[src/rtl/pipe_stage_reg.sv]
// Generic pipeline stage register: control + data bundle behind a valid/ready
// handshake, optional skid entry, hold/flush bubble insertion and perf counters.
module pipe_stage_reg #(
    parameter int                 DATA_W   = 64,
    parameter int                 CTRL_W   = 8,
    parameter logic [CTRL_W-1:0]  CTRL_NOP = '0,
    parameter int                 SKID     = 1,
    parameter int                 CNT_W    = 16
) (
    input  logic              clk,
    input  logic              rst,
    input  logic              in_valid,
    output logic              in_ready,
    input  logic [CTRL_W-1:0] in_ctrl,
    input  logic [DATA_W-1:0] in_data,
    output logic              out_valid,
    input  logic              out_ready,
    output logic [CTRL_W-1:0] out_ctrl,
    output logic [DATA_W-1:0] out_data,
    input  logic              hold,
    input  logic              flush,
    output logic [CNT_W-1:0]  stall_cnt,
    output logic [CNT_W-1:0]  bubble_cnt
);

    // State encoding doubles as the entry valid bits: {M.v, S.v}.
    typedef enum logic [1:0] {
        ST_EMPTY = 2'b00,
        ST_ONE   = 2'b10,
        ST_FULL  = 2'b11
    } state_t;

    state_t             state_reg, state_next;
    logic [CTRL_W-1:0]  m_ctrl_reg, m_ctrl_next;
    logic [DATA_W-1:0]  m_data_reg, m_data_next;
    logic [CTRL_W-1:0]  s_ctrl_reg, s_ctrl_next;
    logic [DATA_W-1:0]  s_data_reg, s_data_next;
    logic [CNT_W-1:0]   stall_cnt_reg, bubble_cnt_reg;

    logic m_v, s_v, gate, acc, emit, stall_inc, bubble_inc;

    assign m_v  = state_reg[1];
    assign s_v  = state_reg[0];
    assign gate = ~hold & ~flush;

    assign out_valid = m_v & gate;
    assign out_ctrl  = m_ctrl_reg;
    assign out_data  = m_data_reg;

    generate
        if (SKID != 0) begin : g_skid
            // Depends only on registered state plus hold/flush: no out_ready path.
            assign in_ready = ~s_v & gate & ~rst;
        end else begin : g_pass
            assign in_ready = (~m_v | out_ready) & gate & ~rst;
        end
    endgenerate

    assign acc  = in_valid & in_ready;
    assign emit = out_valid & out_ready;

    assign stall_inc  = m_v & ~flush & (hold | ~out_ready);
    assign bubble_inc = out_ready & ~m_v & gate;

    always_comb begin
        state_next  = state_reg;
        m_ctrl_next = m_ctrl_reg;
        m_data_next = m_data_reg;
        s_ctrl_next = s_ctrl_reg;
        s_data_next = s_data_reg;
        if (flush) begin
            state_next  = ST_EMPTY;
            m_ctrl_next = CTRL_NOP;
            m_data_next = '0;
            s_ctrl_next = CTRL_NOP;
            s_data_next = '0;
        end else if (!hold) begin
            case (state_reg)
                ST_EMPTY: begin
                    if (acc) begin
                        state_next  = ST_ONE;
                        m_ctrl_next = in_ctrl;
                        m_data_next = in_data;
                    end
                end
                ST_ONE: begin
                    if (acc && emit) begin
                        m_ctrl_next = in_ctrl;
                        m_data_next = in_data;
                    end else if (acc && (SKID != 0)) begin
                        state_next  = ST_FULL;
                        s_ctrl_next = in_ctrl;
                        s_data_next = in_data;
                    end else if (emit) begin
                        state_next  = ST_EMPTY;
                        m_ctrl_next = CTRL_NOP;
                        m_data_next = '0;
                    end
                end
                ST_FULL: begin
                    if (emit) begin
                        state_next  = ST_ONE;
                        m_ctrl_next = s_ctrl_reg;
                        m_data_next = s_data_reg;
                        s_ctrl_next = CTRL_NOP;
                        s_data_next = '0;
                    end
                end
                default: begin
                    state_next  = ST_EMPTY;
                    m_ctrl_next = CTRL_NOP;
                    m_data_next = '0;
                    s_ctrl_next = CTRL_NOP;
                    s_data_next = '0;
                end
            endcase
        end
    end

    always_ff @(posedge clk) begin
        if (rst) begin
            state_reg      <= ST_EMPTY;
            m_ctrl_reg     <= CTRL_NOP;
            m_data_reg     <= '0;
            s_ctrl_reg     <= CTRL_NOP;
            s_data_reg     <= '0;
            stall_cnt_reg  <= '0;
            bubble_cnt_reg <= '0;
        end else begin
            state_reg  <= state_next;
            m_ctrl_reg <= m_ctrl_next;
            m_data_reg <= m_data_next;
            s_ctrl_reg <= s_ctrl_next;
            s_data_reg <= s_data_next;
            if (stall_inc && (stall_cnt_reg != {CNT_W{1'b1}}))
                stall_cnt_reg <= stall_cnt_reg + CNT_W'(1);
            if (bubble_inc && (bubble_cnt_reg != {CNT_W{1'b1}}))
                bubble_cnt_reg <= bubble_cnt_reg + CNT_W'(1);
        end
    end

    assign stall_cnt  = stall_cnt_reg;
    assign bubble_cnt = bubble_cnt_reg;

endmodule

[config.mk]
export PLATFORM = sky130hd
export DESIGN_NAME = pipe_stage_reg
export DESIGN_NICKNAME = d
export VERILOG_FILES = /design/src/rtl/pipe_stage_reg.sv
export SDC_FILE = /design/constraint.sdc
export NUM_CORES = 1
export LEC_CHECK = 0
export BUFFER_PORTS_ARGS = -buffer_cell sky130_fd_sc_hd__buf_2
export CORE_ASPECT_RATIO = 0.6
export CORE_MARGIN = 2
export CORE_UTILIZATION = 47
export DETAILED_ROUTE_END_ITERATION = 6
export GPL_ROUTABILITY_DRIVEN = 1
export GPL_TIMING_DRIVEN = 0
export PLACE_DENSITY = 0.75
export SYNTH_ARGS = -nofsm -noshare
export SYNTH_HDL_FRONTEND = slang
export SYNTH_SLANG_ARGS = --single-unit
[constraint.sdc]
create_clock -name clk -period 2.7 [get_ports clk]
set_clock_uncertainty 0.15 [all_clocks]
set_input_delay 0.81 -clock clk [delete_from_list [all_inputs] [get_ports clk]]
set_output_delay 0.81 -clock clk [all_outputs]
set_load 0.05 [all_outputs]
==> summary.md <==
| Metric | Value |
|---|---|
| Status | `complete, no violations` |
| Setup-failing EPs final | `0` |
| DRT Pass-1 Iters | `6` |
| Fin area | `8960 µm²` |
| Slew Viols, Final | `0` |
| I/O Buffers | `181` |
| Final hold vios | `0` |
| Initial Util | `48.4%` |
| PD cells | `614 nW/µm²` |
| CTS tree | `yes` |
| Total clock sinks | `178` |
| Via count | `6354` |
| Peak supply drop | `0.429 mV` |
| Worst Path Buf+Inv | `2` |
| Post-DRT Antenna Nets | `0` |
| Flop pwr share | `48.1%` |
| Postcts setup bufs | `0` |
| Clock root cell | `clkbuf_16` |
| Initial antenna violation count | `0` |
| Pin count of the biggest net entering global routing | `18` |
| CP max FO | `9` |
| Unique cell type count in the Yosys netlist | `45` |
| Placed cell area | `8350 µm²` |
| Critical-path cell list | `buf_2 -> nor4_4 -> buf_2` |
| Max cap viols | `0` |
| Mean post-synth cell area | `9.97 µm²` |
| Die area | `16000 µm²` |
| Register area share after synthesis | `50.5%` |
| # rows | `34` |
| Proportion of layout cells with a drive suffix above 1 | `27.7%` |
| Int Power | `4.18 mW` |
| Dpl hpwl | `13.6 mm` |
| Post-synth EDFFs | `0` |
| Syn nets | `792` |
| GRT Overall Usage | `23.9%` |
| Count of nets after finishing | `992` |
| Hold Path Depth | `1` |
| Vias in the first global route | `5735` |
| CP peak stage delay | `340 ps` |
| Total Power | `5.50 mW` |
| Non-filler cells, final | `1119` |
| Slowest CP cell | `nor4_4` |
| Synth top area cells | `dfxtp_1, a22o_1, a22oi_1` |
| Clock Tree Buf Depth | `2` |
| Fin crit period | `2610 ps` |
| Worst setup SP type | `input pin` |
| Most common cell in the netlist | `dfxtp_1` |
| Placed insts | `1087` |
| Io pins | `184` |
| Max-slew headroom | `54.3%` |
| Core area | `14600 µm²` |
| Max Fclk | `0.383 GHz` |
| CTS HTree Levels | `4` |
| Measured slew at the worst slew-check pin | `685 ps` |
| First-pass GRT wire length | `30.5 mm` |
| Hold slack | `329 ps` |
| FILL cells | `1237` |
| Most numerous cell on the critical path | `buf_2` |
| GPL Wtd Cong | `0.828` |
| Die Height | `98.9 µm` |
| Worst hold path type | `reg -> reg` |
| Yosys top cell area share | `50.5%` |
| Post-Syn Instances | `708` |
| CP Depth | `3` |
| Worst setup path category | `in -> out` |
| RSZ-0062 raised after global routing | `no` |
| Tcrit/Tclk final | `96.6%` |
| Switch share | `24.1%` |
| Die width | `162 µm` |
| Switching power total | `1.33 mW` |
| GRT overflow | `0` |
| Area Growth Syn to Fin | `26.9%` |
| Worst reg2reg path depth | `8` |
| Iteration-0 DRC Markers | `595` |
| FF+latch count, synth | `178` |
| Ys flop type | `dfxtp_1` |
| Post-synthesis async set-or-reset flop share | `0%` |
| Via-to-Cell Ratio | `5.68` |
| Clk_lat worst skew | `410 ps` |
| Mean routed wirelength per cell | `17.1 µm` |
| Crit path capture type | `primary output` |
| CP top delay family | `buffers and inverters` |
| Static Leak | `3.92 nW` |
| # DRC | `0` |
| Ys Warns | `0` |
| TritonCTS Buffers | `17` |
| Syn Std Cell Area | `7060 µm²` |
| Most instantiated cells after synthesis | `dfxtp_1, a22o_1, nor2_1, a22oi_1, clkbuf_1` |
| Yosys top cell by area | `dfxtp_1` |
| CP required | `1740 ps` |
| Clock-pin slew on the worst setup and hold paths | `60 ps` |
| Clock power frac | `45.4%` |
| Critical Path AT | `1650 ps` |
| Final WL | `19.2 mm` |
| Comb pwr share | `6.5%` |
## cell families after synthesis
kind of cell	after synthesis	share of synthesized area (%)
flops	178	50.5
simple gates	192	13.3
buf+inv	65	3.99
xor+xnor	22	2.73
compound gates	239	27.6
mux	6	0.851
fa+ha+maj	6	1.06
## cell type report
class | count | area, µm² | share of cell area, %
Inverter | 6 | 22.5 | 0.251
Tap cell | 198 | 248 | 2.77
Sequential cell | 178 | 3560 | 39.8
Clock buffer | 17 | 425 | 4.75
Buffer | 59 | 369 | 4.12
Multi-Input combinational cell | 465 | 3240 | 36.2
Timing Repair Buffer | 181 | 906 | 10.1
Clock inverter | 14 | 174 | 1.94
Antenna cell | 1 | 2.50 | 0.0279
## worst register-to-register path, delay by kind of cell (launching register included)
family                   cells  cell delay [ps]
flip-flops                   1              410
AND/OR/NAND/NOR              2              350
buffers and inverters        3              590
AO/OA/AOI/OAI                2              560
adder cells (fa/ha/maj)      1              250
## layer usage
metal / part of all wire [%] / vias up / track usage [%]
li1: - / 3066 / -
met1: 52 / 3052 / 38.4
met2: 41 / 223 / 32.6
met3: 5.8 / 13 / 4.46
met4: 0.77 / 0 / 5.51
met5: 0 / - / 0
## per-stage QoR
stage	setup WS, ps	util (%)	setup TNS (ps)
after floorplan	-12.6	-	-885
final	91.3	61.4	0
after global placement	-225	57.2	-22420
after global routing	57.0	61.4	0
after detailed placement	-268	57.2	-23690
after CTS	95.7	61.3	0
## final timing paths
check            startpoint              to  slack, ps
max                   flush        in_ready         90
min          s_data_reg[54]  s_data_reg[54]        330
max reg2reg    state_reg[0]    out_data[25]        260
min reg2reg  s_data_reg[54]  s_data_reg[54]        330
## layout by cell type, fill, tap and decap left out, drive strengths merged, types with 4 or more instances in the layout
master / netlist / final
and4: 4 / 4
and3: 4 / 4
nand4: 11 / 11
dfxtp: 178 / 178
o21ai: 4 / 4
a22o: 144 / 144
and2: 4 / 4
nand2: 15 / 15
xor2: 9 / 9
mux2i: 6 / 6
or3: 4 / 4
nor2: 110 / 110
buf: 17 / 198
xnor2: 13 / 13
a21oi: 9 / 9
nand3: 11 / 11
inv: 6 / 13
a22oi: 72 / 72
ha: 6 / 6
clkbuf: 42 / 59
nor4: 4 / 4
nor3: 9 / 9
## what timing repair did
action	in CTS	in global routing
resized for setup	0	4
hold buffers	0	0
setup endpoints to repair	0	24
hold endpoints to repair	0	0
## power by group through the flow
stage | registers, mW | logic [mW] | clock network, mW
floorplan | 2.75 | 0.176 | 0
detailed placement | 2.71 | 0.354 | 0
CTS | 2.64 | 0.356 | 2.54
finish | 2.64 | 0.358 | 2.50
global placement | 2.71 | 0.352 | 0
global route | 2.65 | 0.389 | 2.64
No activity file was read; power rests on OpenSTA's default activity.
